[src/rtl/mod_playback_ctrl.sv]
// Playback sequencer for the double-buffered modulation BRAM: tick divider, wrapping index,
// SYNC alignment after an init request, and page swaps deferred to cycle boundaries.
module mod_playback_ctrl #(
   parameter int IDX_W = 16,
   parameter int DIV_W = 16
) (
   input  logic             clk,
   input  logic             rst_n,
   input  logic             ref_clk_tick,
   input  logic [IDX_W-1:0] cycle,
   input  logic [DIV_W-1:0] div,
   input  logic             init_req,
   input  logic             sync,
   input  logic [IDX_W-1:0] init_idx,
   input  logic [DIV_W-1:0] init_div,
   input  logic             page_req,
   input  logic             page_sel,
   output logic             page_ack,
   output logic             active_page,
   output logic [IDX_W-1:0] mod_idx,
   output logic [IDX_W:0]   mod_addr,
   output logic             wrap,
   output logic             running
);

   typedef enum logic [1:0] {
      S_IDLE  = 2'd0,
      S_ARMED = 2'd1,
      S_RUN   = 2'd2
   } state_t;

   state_t           state_q, state_d;
   logic [IDX_W-1:0] idx_q, idx_d;
   logic [DIV_W-1:0] div_q, div_d;
   logic             page_q, page_d;
   logic             ack_q, ack_d;
   logic             wrap_q, wrap_d;
   logic             running_q, running_d;
   logic             pend_q, pend_d;
   logic             pend_sel_q, pend_sel_d;
   logic             init_req_q, init_req_d;

   logic             init_rise;
   logic             load_sync;
   logic             adv_wrap;
   logic             apply_ok;
   logic             same_page_req;

   always_comb begin
      state_d    = state_q;
      idx_d      = idx_q;
      div_d      = div_q;
      load_sync  = 1'b0;
      adv_wrap   = 1'b0;
      init_req_d = init_req;
      init_rise  = init_req & ~init_req_q;

      case (state_q)
         S_IDLE: begin
            idx_d = '0;
            div_d = '0;
            if (init_rise) state_d = S_ARMED;
         end
         S_ARMED: begin
            if (sync) begin
               idx_d     = init_idx;
               div_d     = init_div;
               load_sync = 1'b1;
               state_d   = S_RUN;
            end
         end
         S_RUN: begin
            if (init_rise) state_d = S_ARMED;
         end
         default: state_d = S_IDLE;
      endcase

      // >= rather than == so that shrinking cycle/div on the fly still wraps promptly
      if (state_q != S_IDLE && !load_sync && ref_clk_tick) begin
         if (div_q >= div) begin
            div_d = '0;
            if (idx_q >= cycle) begin
               idx_d    = '0;
               adv_wrap = 1'b1;
            end else begin
               idx_d = idx_q + IDX_W'(1);
            end
         end else begin
            div_d = div_q + DIV_W'(1);
         end
      end

      wrap_d    = adv_wrap;
      running_d = (state_d == S_RUN);
   end

   always_comb begin
      pend_d        = pend_q;
      pend_sel_d    = pend_sel_q;
      page_d        = page_q;
      ack_d         = 1'b0;
      same_page_req = page_req & ~pend_q & (page_sel == page_q);
      // While playing, a swap may only land together with the index returning to 0;
      // a pending swap across a SYNC load waits for the first wrap of the new run.
      apply_ok      = (state_q == S_RUN) ? adv_wrap : ~load_sync;

      if (same_page_req) begin
         ack_d = 1'b1;
      end else begin
         if (page_req) begin
            pend_d     = 1'b1;
            pend_sel_d = page_sel;
         end
         if (pend_d && apply_ok) begin
            page_d = pend_sel_d;
            ack_d  = 1'b1;
            pend_d = 1'b0;
         end
      end
   end

   always_ff @(posedge clk or negedge rst_n) begin
      if (!rst_n) begin
         state_q    <= S_IDLE;
         idx_q      <= '0;
         div_q      <= '0;
         page_q     <= 1'b0;
         ack_q      <= 1'b0;
         wrap_q     <= 1'b0;
         running_q  <= 1'b0;
         pend_q     <= 1'b0;
         pend_sel_q <= 1'b0;
         init_req_q <= 1'b0;
      end else begin
         state_q    <= state_d;
         idx_q      <= idx_d;
         div_q      <= div_d;
         page_q     <= page_d;
         ack_q      <= ack_d;
         wrap_q     <= wrap_d;
         running_q  <= running_d;
         pend_q     <= pend_d;
         pend_sel_q <= pend_sel_d;
         init_req_q <= init_req_d;
      end
   end

   assign page_ack    = ack_q;
   assign active_page = page_q;
   assign mod_idx     = idx_q;
   assign mod_addr    = {page_q, idx_q};
   assign wrap        = wrap_q;
   assign running     = running_q;

endmodule
[config.mk]
export PLATFORM = sky130hd
export DESIGN_NAME = mod_playback_ctrl
export DESIGN_NICKNAME = d
export VERILOG_FILES = /design/src/rtl/mod_playback_ctrl.sv
export SDC_FILE = /design/constraint.sdc
export NUM_CORES = 1
export LEC_CHECK = 0
export CAP_MARGIN = 20
export CELL_PAD_IN_SITES_DETAIL_PLACEMENT = 1
export CELL_PAD_IN_SITES_GLOBAL_PLACEMENT = 1
export CORE_MARGIN = 2
export CORE_UTILIZATION = 34
export DETAILED_ROUTE_END_ITERATION = 8
export PLACE_DENSITY = 0.89
export SLEW_MARGIN = 15
export SYNTH_ARGS = -nofsm -noshare
export SYNTH_HDL_FRONTEND = slang
export SYNTH_SLANG_ARGS = --single-unit
[constraint.sdc]
create_clock -name clk -period 3.4 [get_ports clk]
set_clock_uncertainty 0.1 [all_clocks]
set_input_delay 0.68 -clock clk [delete_from_list [all_inputs] [get_ports clk]]
set_output_delay 0.68 -clock clk [all_outputs]
set_load 0.1 [all_outputs]
==> flow_metrics.env <==
export IMPL_status="finished, final reports clean"
export IMPL_first_pass_iters=4
export IMPL_grt_overflow=0
export IMPL_fill_cells=1099
export IMPL_async_flop_share_pct=100
export IMPL_yosysWarnings=0
export IMPL_cts_repair_resized=0
export IMPL_yosys_register_bits=41
export IMPL_design_area_sq_um=4430
export IMPL_rsz0062_at_grt="false"
export IMPL_final_layout_size_suffix_gt1_share_pct=16.2
export IMPL_wire_per_inst_um=16.7
export IMPL_synth_top_cells_by_count="dfrtp_1 (41), inv_1 (38), ha_1 (34), nand2_1 (30), a21oi_1 (25)"
export IMPL_rows=35
export IMPL_cts_tree="yes"
export IMPL_reg2reg_slack_ns=0.58
export IMPL_avgSynthCellArea_sq_um=8.62
export IMPL_pin_count=108
export IMPL_die_x_um=102
export IMPL_synth_most_common_cell="dfrtp_1"
export IMPL_power_mw=2.04
export IMPL_grt_pass1_vias=3500
export IMPL_slowest_stage="a2111oi_2"
export IMPL_ctsHoldBuffers=0
export IMPL_cap_violations=0
export IMPL_htreeDepth=2
export IMPL_r2r_start="mod_idx[0]$_DFF_PN0_"
export IMPL_place_area_sq_um=4340
export IMPL_synth_seq_area_share_pct=31.6
export IMPL_grt_max_degree=42
export IMPL_synthesis_nets=482
export IMPL_ys_top_cells_by_area="dfrtp_1 (32%), ha_1 (13%), inv_1 (4.4%)"
export IMPL_globalRouteTotalUtil_pct=20.2
export IMPL_ir_worst_vdd_uv=169
export IMPL_fin_nets=586
export IMPL_grt_pass1_wl_mm=16.6
export IMPL_hold_class="primary input to asynchronous set/reset pin"
export IMPL_portBuffers=107
export IMPL_required_ns=3.51
export IMPL_min_period_ns=3.10
export IMPL_holdWs_ns=0.441
export IMPL_crit_fanout=8
export IMPL_reg2regPathDepth=9
export IMPL_fmax_mhz=322
export IMPL_antenna_found_initial=0
export IMPL_synthDistinctLibCells=52
export IMPL_synth_edf_count=0
export IMPL_slew_headroom_pct=35.1
export IMPL_path_class="primary input to flop"
export IMPL_antenna_left=0
export IMPL_finalCritPeriodShare_pct=91.3
export IMPL_setup_viol=0
export IMPL_hold_viol_final=0
export IMPL_coreArea_sq_um=9240
export IMPL_critical_path_top_delay_family="compound AO/OA/AOI/OAI gates"
export IMPL_dpl_hpwl_mm=8.13
export IMPL_max_clock_path_buffers=2
export IMPL_synthToLayoutAreaGrowth_pct=36.5
export IMPL_arrival_ns=3.22
export IMPL_cts_made_buffers=5
export IMPL_die_area_sq_um=10400
export IMPL_drtIter0Drc=100
export IMPL_cp_buffers_inverters=1
export IMPL_gp_congestion=0.892
export IMPL_yosysTopAreaCell="dfrtp_1"
export IMPL_synthCells=377
export IMPL_p_leak_nw=2.14
export IMPL_setup_slack_ns=0.297
export IMPL_slew_violations=0
export IMPL_timing_rr_end="mod_idx[11]$_DFF_PN0_"
export IMPL_end_kind="flop"
export IMPL_vias=3304
export IMPL_chipHeight_um=102
export IMPL_cts_root_buffer="clkbuf_8"
export IMPL_clkTransAtPathRegs_ns=0.09
export IMPL_viasPerCell=5.41
export IMPL_post_route_drc_count=0
export IMPL_final_util_pct=48.0
export IMPL_antennaDiodeCount=0
export IMPL_floorplan_initialDensity_pct=35.2
export IMPL_worst_slew_pin_slew_ns=0.974
export IMPL_clkLatencyLatePin_ns=0.29
export IMPL_p_per_area_nw_per_um2=461
export IMPL_start_kind="primary input"
export IMPL_drt_total_wl_mm=10.2
export IMPL_synth_top_cell_area_share_pct=31.6
export IMPL_synthFlopType="dfrtp_1"
export IMPL_cts_sinks=41
export IMPL_cts_setup_buffers=0
export IMPL_post_place_ws_ns=-0.00740
export IMPL_max_stage_delay_ns=0.46
export IMPL_crit_chain="clkdlybuf4s50_1, ha_1, nand2b_1, a2111oi_2, o41ai_1, o31ai_4, nand3_2, or3_1, o211ai_1"
export IMPL_synth_cell_area_sq_um=3250
## cells in the final DEF (no fill, tap or decap), types with 2 or more instances in the layout
cell and instances:
a211oi_1 3, or3_1 3, a22oi_1 7, and3_1 14
and2_1 2, clkbuf_8 6, or2_2 3, buf_4 52
a221o_1 11, nor2b_1 4, nand2_1 30, o211ai_1 2
nand3_1 18, xor2_1 3, a21o_1 7, nor2_1 22
inv_1 38, and4_1 3, dfrtp_1 41, clkdlybuf4s50_1 69
a21oi_1 25, o22ai_1 8, o21ai_0 23, nand2b_1 6
o311ai_1 4, nor3_1 3, nor3b_1 7, nand4_1 6
ha_1 34, nor4_1 2
## sequential cells by signal, indices dropped and copies added, names as in the netlist
name and flops:
div_q 16, mod_idx 16, state_q 2, active_page 1, init_req_q 1, page_ack 1
pend_q 1, pend_sel_q 1, running 1, wrap 1
## worst register-to-register path, cell delays in order (launching register included)
cell	delay, ns
dfrtp_1	0.46
inv_1	0.07
ha_1	0.26
nand2b_1	0.15
a2111oi_2	0.46
o41ai_1	0.18
o31ai_4	0.33
nand3_2	0.20
or3_1	0.42
o211ai_1	0.11
## worst max path at each step
stage	from	to	slack (ns)	cells after the start
2_1_floorplan	mod_idx[0]$_DFF_PN0_	mod_idx[15]$_DFF_PN0_	0.27	10
3_3_place_gp	cycle[0]	active_page$_DFFE_PN0P_	0.06	10
3_5_place_dp	div[11]	mod_idx[11]$_DFF_PN0_	-0.007	12
4_1_cts	div[11]	mod_idx[11]$_DFF_PN0_	0.32	12
5_1_grt	div[11]	mod_idx[6]$_DFF_PN0_	0.15	11
6_report	cycle[0]	mod_idx[11]$_DFF_PN0_	0.30	9
## area by class of cell
| type | count | area (sq um) | share of cell area (%) |
|---|---|---|---|
| Sequential cell | 41 | 1030 | 23.1 |
| Clock buffer | 6 | 82.6 | 1.86 |
| Tap cell | 129 | 161 | 3.64 |
| Inverter | 38 | 143 | 3.22 |
| Multi-Input combinational cell | 273 | 1920 | 43.3 |
| Clock inverter | 2 | 13.8 | 0.310 |
| Timing Repair Buffer | 122 | 1090 | 24.5 |
## layer usage
layer / track usage, % / share of wire [%]
met5: 0 / 0
met4: 6.76 / 1.5
met3: 3.52 / 6.1
met2: 37.7 / 51
met1: 23.0 / 42
## logic make-up (layout without fill, tap and decap cells)
| family | count (synthesis) | in the layout | share of synthesized area [%] |
|---|---|---|---|
| buffers and inverters | 63 | 168 | 9.32 |
| and+or+nand+nor | 129 | 129 | 21.2 |
| DFF | 41 | 41 | 31.6 |
| muxes | 3 | 3 | 1.12 |
| adders and majority gates | 34 | 34 | 13.1 |
| AOI/OAI and AO/OA | 104 | 104 | 22.9 |
| xor gates and xnor gates | 3 | 3 | 0.809 |
## stage by stage
| stage | TNS [ns] | cells |
|---|---|---|
| CTS | 0 | 611 |
| global placement | 0 | 603 |
| floorplan | 0 | 377 |
| detailed placement | -0.00740 | 603 |
| global route | 0 | 611 |
| finish | 0 | 611 |
## power by group
part / switching [mW] / internal, mW
Clock: 0.184 / 0.165
Sequential: 0.108 / 0.554
Combinational: 0.711 / 0.324
Total: 1.00 / 1.04
(Power assumes the default switching activity.)
